## src/rtl/pc_pkg.sv

```systemverilog
// pc_pkg: next-PC source encoding and shared constants for the fetch PC generator
package pc_pkg;
  typedef enum logic [1:0] {PC_INC = 2'd0, PC_BRANCH = 2'd1, PC_JALR = 2'd2, PC_TRAP = 2'd3} pc_src_t;
  localparam int PC_STEP = 4;
  localparam logic [1:0] MISALIGN_MASK = 2'b10;
endpackage

```

## src/rtl/pc_ras.sv

```systemverilog
// pc_ras: circular return-address stack; push+pop together replaces the top (ports: clk, rst, push, pop, push_data, top, valid)
module pc_ras #(
  parameter int XLEN = 32,
  parameter int RAS_DEPTH = 4
) (
  input  logic            clk,
  input  logic            rst,
  input  logic            push,
  input  logic            pop,
  input  logic [XLEN-1:0] push_data,
  output logic [XLEN-1:0] top,
  output logic            valid
);
  localparam int PW = $clog2(RAS_DEPTH);
  logic [XLEN-1:0] mem [RAS_DEPTH];
  logic [PW-1:0] ptr, tp;
  logic [PW:0] cnt;
  logic repl;
  assign tp = ptr - 1'b1;
  assign valid = cnt != '0;
  assign top = valid ? mem[tp] : '0;
  // an empty stack turns a replace into a plain push
  assign repl = push & pop & valid;
  always_ff @(posedge clk)
    if (push) mem[repl ? tp : ptr] <= push_data;
  // a full push wraps ptr onto the oldest entry while cnt saturates
  always_ff @(posedge clk or posedge rst)
    if (rst) begin
      ptr <= '0;
      cnt <= '0;
    end else if (push & ~repl) begin
      ptr <= ptr + 1'b1;
      cnt <= cnt == (PW+1)'(RAS_DEPTH) ? cnt : cnt + 1'b1;
    end else if (pop & ~push & valid) begin
      ptr <= tp;
      cnt <= cnt - 1'b1;
    end
endmodule

```

## src/rtl/pc_gen.sv

```systemverilog
// pc_gen: RV32I fetch PC generator (inc/branch/jalr/trap, stall, misalign pulse, optional RAS via RAS_EN; ports clk, rst, en, pc_src, imm, rs1, trap_vec, is_call, is_ret -> pc, pc_plus4, misalign, ras_top, ras_valid)
module pc_gen
  import pc_pkg::*;
#(
  parameter int XLEN = 32,
  parameter int IMM_W = 13,
  parameter logic [XLEN-1:0] RESET_VEC = '0,
  parameter int RAS_DEPTH = 4
) (
  input  logic             clk,
  input  logic             rst,
  input  logic             en,
  input  logic [1:0]       pc_src,
  input  logic [IMM_W-1:0] imm,
  input  logic [XLEN-1:0]  rs1,
  input  logic [XLEN-1:0]  trap_vec,
  input  logic             is_call,
  input  logic             is_ret,
  output logic [XLEN-1:0]  pc,
  output logic [XLEN-1:0]  pc_plus4,
  output logic             misalign,
  output logic [XLEN-1:0]  ras_top,
  output logic             ras_valid
);
  pc_src_t src;
  logic [XLEN-1:0] sext, tgt;
  logic bad, trap, acc;
  assign src = pc_src_t'(pc_src);
  assign sext = {{(XLEN-IMM_W){imm[IMM_W-1]}}, imm};
  assign pc_plus4 = pc + XLEN'(PC_STEP);
  always_comb
    tgt = src == PC_INC    ? pc_plus4 :
          src == PC_BRANCH ? pc + sext :
          src == PC_JALR   ? (rs1 + sext) & ~XLEN'(1) :
                             trap_vec & ~XLEN'(3);
  assign bad = (src == PC_BRANCH || src == PC_JALR) && |(tgt[1:0] & MISALIGN_MASK);
  assign trap = src == PC_TRAP;
  assign acc = en & ~bad;
  always_ff @(posedge clk or posedge rst)
    if (rst) begin
      pc <= RESET_VEC;
      misalign <= 1'b0;
    end else begin
      if (trap | acc) pc <= tgt;
      misalign <= en & bad;
    end
`ifdef RAS_EN
  pc_ras #(.XLEN(XLEN), .RAS_DEPTH(RAS_DEPTH)) u_ras (
    .clk(clk),
    .rst(rst),
    .push(acc & is_call & (src == PC_BRANCH || src == PC_JALR)),
    .pop(acc & is_ret & src == PC_JALR),
    .push_data(pc_plus4),
    .top(ras_top),
    .valid(ras_valid)
  );
`else
  logic unused_link;
  assign unused_link = is_call ^ is_ret;
  assign ras_top = '0;
  assign ras_valid = 1'b0;
`endif
endmodule

```

## config.mk

```make
export PLATFORM = sky130hd
export DESIGN_NAME = pc_gen
export DESIGN_NICKNAME = d
export VERILOG_FILES = /design/src/rtl/pc_pkg.sv /design/src/rtl/pc_ras.sv /design/src/rtl/pc_gen.sv
export SDC_FILE = /design/constraint.sdc
export NUM_CORES = 1
export LEC_CHECK = 0
export ABC_AREA = 1
export CAP_MARGIN = 20
export CORE_MARGIN = 10
export CORE_UTILIZATION = 42
export CTS_CLUSTER_DIAMETER = 50
export DETAILED_ROUTE_END_ITERATION = 8
export GPL_ROUTABILITY_DRIVEN = 0
export PLACE_DENSITY_LB_ADDON = 0.2
export SLEW_MARGIN = 10
export SYNTH_ARGS = -nofsm -noshare
export SYNTH_HDL_FRONTEND = slang
export SYNTH_SLANG_ARGS = --single-unit
```

## constraint.sdc

```tcl
create_clock -name clk -period 2.1 [get_ports clk]
set_input_delay 0.525 -clock clk [delete_from_list [all_inputs] [get_ports clk]]
set_output_delay 0.525 -clock clk [all_outputs]
set_load 0.02 [all_outputs]
```

======== Yosys cells after proc, flatten, opt, wreduce, memory -nomap -nowiden ========
Cells that the tools add are included.
storage, ports and cells
  bits in registers ....................... 33
  bits in latches ......................... 0
  RAM bits ................................ 0
  memory bits (read-only) ................. 0
  input port bits ......................... 84
  output and inout port bits .............. 98
  word-level logic and storage cells ...... 18
  memories kept ........................... 0
cells by class
  add/subtract/negate cells ............... 3
  multipliers ............................. 0
  divide/modulo/power cells ............... 0
  magnitude comparators ................... 0
  eq/ne operators ......................... 3
  shift operators ......................... 0
  multiplexer cells ....................... 3
  bitwise logic cells ..................... 4
  reductions and logical operators ........ 3
operator list
  kind                                                              number
  32-bit two-way mux                                                3
  32-bit adder                                                      2
  32-bit by 3-bit adder with 32-bit output (second input constant)  1
  2-bit == test (second input constant)                             2
  1-bit AND                                                         2
  2-bit by 1-bit == test with 1-bit output (second input constant)  1
  2-bit logical NOT                                                 1
  1-bit logical AND                                                 1
  1-bit logical OR                                                  1
  1-bit inverter                                                    1
  1-bit OR                                                          1

======== Logic depth before layout (Yosys ltp) ========
  word-level depth ........................ 8
  depth in mapped cells ................... 17
  mapped depth without buffers ............ 17

======== Least setup slack after synthesis ========
OpenSTA, ideal clock, no wires.
  path kind ............................... reg2out
  from .................................... register pc[3]
  to ...................................... output pc_plus4[20]
  arrival time ............................ 1.858 ns
  data required time ...................... 1.575 ns
  setup slack ............................. -0.283 ns
  cell stages (with the launch flop) ...... 10
  path buffers ............................ 0
  cell sequence ........................... dfrtp_1 > ha_1 > nand3_2 > inv_2 > nand2_2 > nor2_4 > nand2_2 > nor2_4 > nand3_2 > xor2_1
on the way
  longest elaborated chain between the ends .. 1
ends and longest elaborated chain
  element                                   RTL line      RTL
  start: declaration                        pc_gen.sv:19  output logic [XLEN-1:0] pc,
  start signal: assignment                  pc_gen.sv:44  if (trap | acc) pc <= tgt;
  32-bit by 3-bit adder with 32-bit output  pc_gen.sv:30  assign pc_plus4 = pc + XLEN'(PC_STEP);
  end: declaration                          pc_gen.sv:20  output logic [XLEN-1:0] pc_plus4,
No other way between the ends.

======== Worst setup path in the final report ========
  from .................................... register pc[17]
  to ...................................... output pc_plus4[26]
Same word-level chain as after synthesis.

==> impl_summary.txt <==
----------------------------------------------------
[Worst setup path]
  Data required time at the worst endpoint ... approximately 1.6 ns
  Crit path cell chain ... inv_2 -> nor3_4 -> buf_4 -> buf_4 -> nand2_2 -> nor4_2 -> nand3b_1 -> nand2_2 -> buf_6
  Highest-delay cell along the critical path ... sky130_fd_sc_hd__dfrtp_1
  Register-to-register path setup slack ... -0.56 ns
  Critical Path Source ... pc[17]
  FF-to-FF End ... pc[12]
  Worst Path Max Fanout ... 3
  Launch point of the worst reg-to-reg path ... pc[11]
  End point of the critical path ... pc_plus4[26]
  Critical path startpoint category ... flip-flop
  Crit. End Element ... primary output
  Bufs and invs on worst path ... 4
  Stages on the worst setup path ... 9
  Maximum single-stage delay on the critical path ... approximately 0.49 ns
  R2r worst-path depth ... 14
  Worst EP arrival ... roughly 2.2 ns
  Kind of critical path ... reg -> out
  Top delay family on crit path ... simple AND/OR/NAND/NOR gates

[Yosys]
  Register area share after synthesis ... 10.5%
  Synthesized cell area ... roughly 7900 µm²
  Distinct cells, synth ... 45
  Average size of a mapped cell ... between 5 and 6 µm²
  Flip-flop and latch count after synthesis ... 33
  Count of flip-flops with a built-in enable after synthesis ... 0
  Share of synthesized registers carrying an async set or reset ... 100%
  Instance count of the mapped netlist ... roughly 1500
  Most used DFF post-synth ... sky130_fd_sc_hd__dfrtp_1
  Yosys warning count ... 0

[Route]
  First-pass DRT Iterations ... 6
  Routed length on met2 ... about 18000 µm
  Met1 WL ... ~15000 µm
  Met3 wire length ... approximately 4700 µm
  DRC errors left ... 0
  Count of antenna-violating nets left after detailed routing ... 0
  Total via count in the routed design ... 12100
  Average wire per cell in the routed design ... around 19 µm
  Topmost layer with routed signal wires ... met4
  DRT Wirelength ... 41300 µm
  Vias per std cell ... approximately 5.5
  Number of DRC markers in iteration 0 ... about 1400

[Timing]
  Final Skew ... approximately 0.0070 ns
  Minimum clock period after layout ... roughly 2.8 ns
  Relative slew margins ... 64.3%
  Final clock period utilization by the worst path ... 131%
  Count of final hold-check violations ... 0
  Worst setup margin ... -0.653 ns
  Max-slew violation total from the final report ... 0
  Final setup violation count ... 56
  Highest Clock Rate ... around 360 MHz
  Unrepaired setup endpoints after global routing ... true
  Transition at the pin with the smallest max-transition slack ... between 0.5 and 0.6 ns

[Finish]
  Inserted Diodes ... 0
  P&R area growth vs syn ... 79.0%
  Final net count ... around 2100
  Proportion of layout cells with a drive suffix above 1 ... a little under two fifths
  Most frequent standard cell in the layout excluding fill and tap cells ... sky130_fd_sc_hd__nand2_1
  Leading cell types in the layout, fill and taps excluded ... sky130_fd_sc_hd__nand2_1, sky130_fd_sc_hd__buf_4, sky130_fd_sc_hd__inv_1
  Post-layout instance count excluding filler cells ... approximately 2200
  Filler cell count ... approximately 1300

[Clock tree]
  Total number of clock tree sinks ... 33
  Buffer type at the clock tree root ... sky130_fd_sc_hd__clkbuf_16
  Insertion delay of the later-clocked pin in the worst-skew pair ... around 0.30 ns
  Clock tree from TritonCTS ... built
  Clock-pin transition on the worst setup and hold timing paths ... 0.06 ns
  Number of buffers added by the clock tree synthesis step ... 5
  Max Buffers Root-to-Sink ... 2
  CTS H-tree depth ... 2

[Die]
  Placeable core region ... between 15000 and 20000 µm²
  Number of ports placed on the die boundary ... between 150 and 200
  Die Outline Area ... between 20000 and 25000 µm²
  Floorplan die width ... around 160 µm
  Number of placement rows ... 50
  Starting utilization of the core area ... around 42%
  Die Height ... 157 µm

[Flow run]
  Max-cap viol count ... 0

[Power]
  Largest vdd supply drop ... 419 µV
  Net switching power ... between 4 and 5 mW
  P per Cell Area ... around 700 nW/µm²
  Share of total power in sequential cells ... around a tenth
  Switching share of total power ... 50.6%
  Portion of total power attributed to the clock network ... between 8 and 9%
  Power Total ... between 9 and 10 mW
  Combinational share of power ... about four fifths
  Cell-internal power ... between 4 and 5 mW
  Leakage power figure ... about 7.6 nW

[GRT]
  Initial antenna violation count ... 0
  First-pass GRT wire length ... between 50000 and 60000 µm
  Largest net degree at the start of global routing ... 43
  Number of global-route vias before repair ... 10800
  Grt total ovfl ... 0
  Global routing usage summed across all routing layers ... 26.9%

[Run status]
  Outcome ... finished with violations
  Failing checks ... negative setup slack

[Placement]
  Port bufs ... 144
  Post-Place Cells ... roughly 2100
  Total half-perimeter wirelength after legalization and detailed placement ... about 26000 µm

[Hold path]
  HP Class ... reg -> reg

----------------------------------------------------
## sequential cells by signal (all words and copies together), names as in the netlist
name / count
pc: 32
misalign: 1
## synthesized netlist by cell type, drive strengths merged, types with 11 or more instances
| library cell | count | share of area, % |
|---|---|---|
| ha | 66 | 10 |
| nor3 | 22 | 1.5 |
| xor2 | 24 | 2.7 |
| nand2 | 547 | 26 |
| xnor2 | 11 | 1.2 |
| buf | 48 | 4.1 |
| inv | 265 | 13 |
| dfrtp | 33 | 10 |
| nand3 | 121 | 7.9 |
| nand4 | 16 | 1.3 |
| o21ai | 59 | 3.8 |
| clkbuf | 12 | 0.57 |
| a21oi | 71 | 4.5 |
| nor2 | 156 | 8.1 |
## per-stage QoR
stage	TNS, ns	utilization, %	hold slack (ns)	worst slack, ns	cell area [µm²]
after floorplan	-0.595	-	0.598	-0.0620	8120
after global placement	-32.02	61.7	0.552	-0.809	11500
after detailed placement	-34.32	61.7	0.551	-0.880	11500
after CTS	-12.07	68.6	0.566	-0.403	12700
after global routing	-22.66	75.9	0.589	-0.718	14100
final	-19.97	75.9	0.559	-0.653	14100
## power groups by stage
stage	logic (mW)	registers [mW]	clock network, mW
after global placement	5.73	0.948	0
after floorplan	2.77	1.19	0
after CTS	6.45	0.953	0.798
after global routing	8.24	0.996	0.852
final	7.81	0.984	0.836
after detailed placement	5.80	0.949	0
## logic make-up (layout without fill, tap and decap cells)
logic type                 after synthesis  after routing  synth area share [%]
adders and majority gates               68             68                  11.0
AOI/OAI and AO/OA                      155            155                  10.8
DFF                                     33             33                  10.5
and+or+nand+nor                        880            880                  46.5
xor gates and xnor gates                35             35                  3.89
buffers and inverters                  326            748                  17.3
other                                    1             33                0.0476
## repair_timing
action,4_1_cts,5_1_grt
buffers inserted,35,38
hold buffers,0,0
cloned,4,1
setup endpoints to repair,62,65
pin swaps,83,107
resized for setup,353,288
## routing by layer
layer	vias to the layer above	global-route usage, %
li1	5507	-
met1	5404	32.5
met2	894	46.6
met3	297	4.20
met4	0	10.7
met5	-	0
## worst min path at each step
stage / from / depth (start not counted) / slack (ns) / end
after detailed placement: pc[31] / 2 / 0.55 / pc[31]
after global placement: pc[31] / 2 / 0.55 / pc[31]
final: pc[31] / 2 / 0.56 / pc[31]
after floorplan: pc[13] / 2 / 0.60 / pc[13]
after global routing: pc[31] / 2 / 0.59 / pc[31]
after CTS: pc[31] / 2 / 0.57 / pc[31]
## worst min-delay path: stages, from the launching register on
cell and delay (ns):
sky130_fd_sc_hd__dfrtp_1 0.42, sky130_fd_sc_hd__nand2_2 0.06, sky130_fd_sc_hd__nand2_1 0.04
## cell type report
class	count	area (µm²)	area share (%)
repair buffers	474	4240	30.1
clock buffers	7	153	1.08
inverters	266	1010	7.13
multi-input cells	1171	7560	53.6
clock inverters	1	5.00	0.0355
well taps	234	293	2.08
flip-flops and latches	33	842	5.97
Note: power is estimated with default switching activity, not from simulation.
